### config.mk
export PLATFORM = sky130hd
export DESIGN_NAME = fp_accum_ctrl
export DESIGN_NICKNAME = d
export VERILOG_FILES = /design/src/rtl/fp_acc_pkg.sv /design/src/rtl/fp_accum_ctrl.sv
export SDC_FILE = /design/constraint.sdc
export NUM_CORES = 1
export LEC_CHECK = 0
export CAP_MARGIN = 0
export CORE_MARGIN = 3
export CORE_UTILIZATION = 39
export DETAILED_ROUTE_END_ITERATION = 10
export PLACE_DENSITY = 0.78
export SLEW_MARGIN = 10
export SYNTH_ARGS = -nofsm -noshare
export SYNTH_HDL_FRONTEND = slang
export SYNTH_SLANG_ARGS = --single-unit
### constraint.sdc
create_clock -name clk -period 2.15 [get_ports clk]
set_input_delay 0.645 -clock clk [delete_from_list [all_inputs] [get_ports clk]]
set_output_delay 0.645 -clock clk [all_outputs]
set_load 0.05 [all_outputs]
### src/rtl/fp_acc_pkg.sv
// fp_acc_pkg: states and IEEE-754 single constants shared by the accumulator sequencer
package fp_acc_pkg;
  typedef enum logic [1:0] {IDLE, START, WAIT, OUT} state_t;
  localparam int EXP_W = 8;
  localparam int MANT_W = 23;
  localparam int FP_W = 1 + EXP_W + MANT_W;
  localparam logic [FP_W-1:0] FP_ZERO = 32'h0000_0000;
endpackage

### src/rtl/fp_accum_ctrl.sv
// fp_accum_ctrl: sequences a packet of singles through a start/done adder into one running sum
module fp_accum_ctrl
  import fp_acc_pkg::*;
#(
  parameter int ADD_LAT = 26,
  parameter int TIMEOUT = 64,
  parameter int CNT_W = 16
) (
  input  logic             clk,
  input  logic             reset,
  input  logic [FP_W-1:0]  in_data,
  input  logic             in_valid,
  input  logic             in_last,
  output logic             in_ready,
  output logic [FP_W-1:0]  res_data,
  output logic [CNT_W-1:0] res_count,
  output logic             res_err,
  output logic             res_valid,
  input  logic             res_ready,
  output logic [FP_W-1:0]  add_a,
  output logic [FP_W-1:0]  add_b,
  output logic             add_start,
  input  logic [FP_W-1:0]  add_sum,
  input  logic             add_done
);
  localparam int CYC_W = $clog2(TIMEOUT + 1);
  state_t state, state_n;
  logic [FP_W-1:0] acc, opb;
  logic [CNT_W-1:0] count;
  logic [CYC_W-1:0] cyc;
  logic first, err, last_r, take, cap, tmo;
  assign in_ready = state == IDLE;
  assign add_start = state == START;
  assign res_valid = state == OUT;
  assign add_a = acc;
  assign add_b = opb;
  assign res_data = acc;
  assign res_count = count;
  assign res_err = err;
  always_comb begin
    take = in_valid && state == IDLE;
    // done is stale until the adder has had time to clear it after start
    cap = state == WAIT && cyc >= CYC_W'(ADD_LAT - 1) && add_done;
    tmo = state == WAIT && cyc == CYC_W'(TIMEOUT - 1);
    state_n = state;
    case (state)
      IDLE:  state_n = take ? (first ? (in_last ? OUT : IDLE) : START) : IDLE;
      START: state_n = WAIT;
      WAIT:  state_n = (cap || tmo) ? (last_r ? OUT : IDLE) : WAIT;
      OUT:   state_n = res_ready ? IDLE : OUT;
      default: state_n = IDLE;
    endcase
  end
  always_ff @(posedge clk)
    if (reset) state <= IDLE;
    else state <= state_n;
  always_ff @(posedge clk)
    if (reset) begin
      acc <= FP_ZERO;
      opb <= FP_ZERO;
      count <= '0;
      cyc <= '0;
      first <= 1'b1;
      err <= 1'b0;
      last_r <= 1'b0;
    end else begin
      if (take && first) begin
        acc <= in_data;
        count <= CNT_W'(1);
        first <= 1'b0;
      end
      if (take && !first) begin
        opb <= in_data;
        last_r <= in_last;
      end
      if (state == START) cyc <= '0;
      if (state == WAIT) cyc <= cyc + CYC_W'(1);
      if (cap) acc <= add_sum;
      if (cap || tmo) count <= count + CNT_W'(~&count);
      if (tmo && !cap) err <= 1'b1;
      if (state == OUT && res_ready) begin
        first <= 1'b1;
        err <= 1'b0;
        count <= '0;
      end
    end
endmodule
---- After elaboration in Yosys (flattened, before gate mapping) ----
Cells that the tools add are included.
operators by class
  $add $sub $neg .......................... 2
  $lt $le $gt $ge ......................... 1
  equality and inequality tests ........... 4
  multiplexer cells ....................... 13
  reduce and logical (&&, ||, !) cells .... 18
operators by type and width
  cell                                                               count
  two-way mux 32 bit                                                 2
  two-way mux 16 bit                                                 2
  adder 16 x 1 -> 16 bit                                             1
  AND reduction 16 bit                                               1
  two-way mux 7 bit                                                  2
  two-way mux 2 bit                                                  6
  logical AND 1 bit                                                  8
  one-hot mux 2 bit (4 select lines)                                 1
  adder 7 x 1 -> 7 bit, second input constant                        1
  equality test 7 x 6 -> 1 bit, second input constant                1
  greater-or-equal comparator 7 x 5 -> 1 bit, second input constant  1
  nonzero test 2 bit                                                 3
  equality test 2 bit, second input constant                         2
  logical NOT 1 bit                                                  3
  equality test 2 x 1 -> 1 bit, second input constant                1
  logical NOT 2 bit                                                  1
  OR reduction 2 bit                                                 1
  logical OR 1 bit                                                   1
storage, ports and cells
  register bits after elaboration ......... 92
  input port bits ......................... 70
  output and inout port bits .............. 116
  word-level logic and storage cells ...... 46

---- Longest topological paths before layout ----
  word-level depth ........................ 6
  depth in mapped cells ................... 10
  mapped depth without buffers ............ 8

---- Least setup slack after synthesis ----
OpenSTA, ideal clock, no wires.
  path kind ............................... reg2reg
  from .................................... reg count[7], in the netlist res_count[7]
  to ...................................... reg count[12], in the netlist res_count[12]
  library setup time ...................... 0.074 ns
  arrival ................................. 2.394 ns
  required time ........................... 2.076 ns
  slack ................................... -0.318 ns
  cell stages (with the launch flop) ...... 9
  buffers on the path ..................... 0
  period minus slack after synthesis ...... 2.468 ns
  cell sequence ........................... dfxtp_1 > nand4_4 > or4_1 > ha_1 > ha_1 > nand3_2 > or4_1 > o211ai_1 > a31oi_1
on the way
  word-level cells in the longest chain between the ends .. 4
ends and longest elaborated chain
  item                      line                 source
  start, declared           fp_accum_ctrl.sv:29  logic [CNT_W-1:0] count;
  start signal, assigned    fp_accum_ctrl.sv:79  if (cap || tmo) count <= count + CNT_W'(~&count);
  AND reduction 16 bit      fp_accum_ctrl.sv:79
  logical NOT 1 bit         fp_accum_ctrl.sv:79
  adder 16 x 1 -> 16 bit *  fp_accum_ctrl.sv:79
  two-way mux 16 bit *      fp_accum_ctrl.sv:79
Every way passes the cells marked *; elsewhere a longest branch is shown, timed or not.
A chain may end at the register's enable or synchronous reset.

---- Worst setup path after layout ----
  from .................................... reg count[12], in the netlist res_count[12]
  to ...................................... reg count[12], in the netlist res_count[12]
Same word-level chain as after synthesis.

==> out/metrics.yaml <==
status: "finished, final reports clean"
hold_buffers: 0
cts_root_buf: "clkbuf_8"
via_count: 4574
final_hold_viol_count: 0
synth-seq-area-share_pct: 42.53
antenna_found_initial: 0
cp_max_fo: 4
worstSetupPathType: "reg2reg"
ys_warn_count: 0
chipWidth_um: 111.4
setup_viol_count_final: 0
start_util_pct: 41.03
synth_area_leaders: "dfxtp_1 (43%), nand2_1 (12%), a311oi_1 (6.5%)"
grt_pass1_vias: 4384
pre_cts_slack_ns: -0.1498
setup_slack_ns: 0.04920
drive_above_1_share_pct: 24.02
skew_ns: 0.01379
clkTransAtPathRegs_ns: 0.10
yosysMostFrequentCell: "nand2_1"
ys_ff_latch: 92
fmax_mhz: 476.0
slew_headroom_pct: 65.92
p_leak_nw: 2.696
drtAntennaViolNets: 0
synth_edf_count: 0
ys_types: 43
core_um2: 10560
async_flop_share_pct: 0
synthTopCellsByCount: "nand2_1 (143), dfxtp_1 (92), a21oi_1 (49)"
clk_latency_ns: 0.35
synth_ff_type: "dfxtp_1"
cap_violations: 0
area_growth_pct: 47.36
grt_max_degree: 43
setup_tns_ns: 0
slew_violations: 0
cp.arrival_ns: 2.37
fin_crit_ns: 2.101
vias_per_cell: 5.369
first_pass_iters: 7
synth_nets: 628
drt_iter0_markers: 361
wl_per_cell_um: 16.35
die_h_um: 111.4
startpoint_type: "flop"
avgSynthCellArea_um2: 7.873
io_buffers: 185
end_kind: "flop"
ios: 186
yosysTopAreaCellShare_pct: 42.53
grt_overflow: 0
powerDensity_nw_per_um2: 623.3
dieArea_um2: 12400
htreeDepth: 3
wirelength_mm: 13.93
hold_path.class: "reg2reg"
drc: 0
worstPathRequired_ns: 2.42
cts_inserted_buffers: 9
synth_cells: 550
track_usage_pct: 21.38
numClockSinks: 92
fin_crit_sh_pct: 97.71
rows: 37
grt_pass1_wl_mm: 22.09
layout.nets: 789
syn_area_um2: 4330
vdd_ir_drop_max_v: 0.0003957
num_antenna_cells: 0
gp_congestion: 0.8536
yosysTopAreaCell: "dfxtp_1"
tritoncts: "done"
worstMarginPinSlew_ns: 0.5104
clk_path_buf_depth: 2
place_hpwl_mm: 10.27
==> kinds of logic after synthesis <==
family	count (synthesis)	synth area share, %
simple gates	240	24.44
xor+xnor	3	0.6069
flops	92	42.53
buf+inv	79	9.968
compound gates	128	20.14
fa+ha+maj	8	2.312
==> registers in the layout (all words and copies together) (netlist names) <==
| name | flops |
|---|---|
| cyc | 7 |
| add_a | 32 |
| state | 2 |
| res_err | 1 |
| res_count | 16 |
| last_r | 1 |
| add_b | 32 |
| first | 1 |
==> cell usage in the layout (no fill, tap or decap), drive strengths merged, types with 8 or more instances in the layout <==
cell type,Yosys,final
clkdlybuf4s50,0,68
buf,44,125
nand2,143,143
o211ai,8,8
dlygate4sd2,0,24
o22ai,9,9
ha,8,8
a21oi,49,49
a311oi,32,32
clkbuf,29,11
nand4,8,8
nand3,19,19
dfxtp,92,92
nor2,40,40
==> layer usage <==
layer | track usage (%) | part of all wire (%)
met5 | 0 | 0
met4 | 4.704 | 1.2
met3 | 4.130 | 8.9
met2 | 37.52 | 49
met1 | 27.31 | 40
==> per-stage QoR <==
step / power, mW / util (%) / area (um^2) / hold WS [ns] / instances
4_1_cts: 4.002 / 59.78 / 6310 / 0.4631 / 852
5_1_grt: 4.145 / 60.46 / 6381 / 0.4886 / 852
6_report: 3.978 / 60.46 / 6381 / 0.4596 / 852
2_1_floorplan: 2.509 / - / 4368 / 0.4504 / 550
3_5_place_dp: 2.892 / 58.07 / 6130 / 0.4498 / 835
3_3_place_gp: 2.881 / 58.07 / 6130 / 0.4438 / 835
==> critical path: stages (launching register included) <==
cell	delay (ns)
dfxtp_4	0.35
nand4_1	0.16
or4_4	0.17
ha_4	0.15
ha_4	0.15
nand3_4	0.09
or4_4	0.49
a211o_1	0.29
a31oi_1	0.17
==> worst paths after layout <==
kind	from	cells past startpoint	slack, ns	end
setup / recovery	res_count[12]	8	0.05	res_count[12]
hold reg to reg	add_b[16]	2	0.46	add_b[16]
hold / removal	add_b[16]	2	0.46	add_b[16]
setup reg to reg	res_count[12]	8	0.05	res_count[12]
==> where the power goes <==
part | switching, mW | leakage, nW | internal (mW)
clock | 0.639 | 0.0976 | 0.499
combinational | 0.657 | 1.84 | 0.356
sequential | 0.0577 | 0.759 | 1.77
total | 1.35 | 2.70 | 2.62
==> area by class of cell <==
cell class	instances	area, um^2
clock buffer	11	151.4
clock inverter	5	45.04
fill	917	4174
inverter	6	22.52
multi-input combinational	379	2123
sequential	92	1879
tap	136	170.2
timing repair buffer	223	1989
==> what timing repair did <==
| action | CTS | global route |
|---|---|---|
| pin swaps | 2 | 2 |
| buffers inserted | 1 | 0 |
| hold endpoints to repair | 0 | 0 |
| resized for setup | 26 | 15 |
| endpoints found under the setup margin | 26 | 48 |
(Power assumes the default switching activity.)
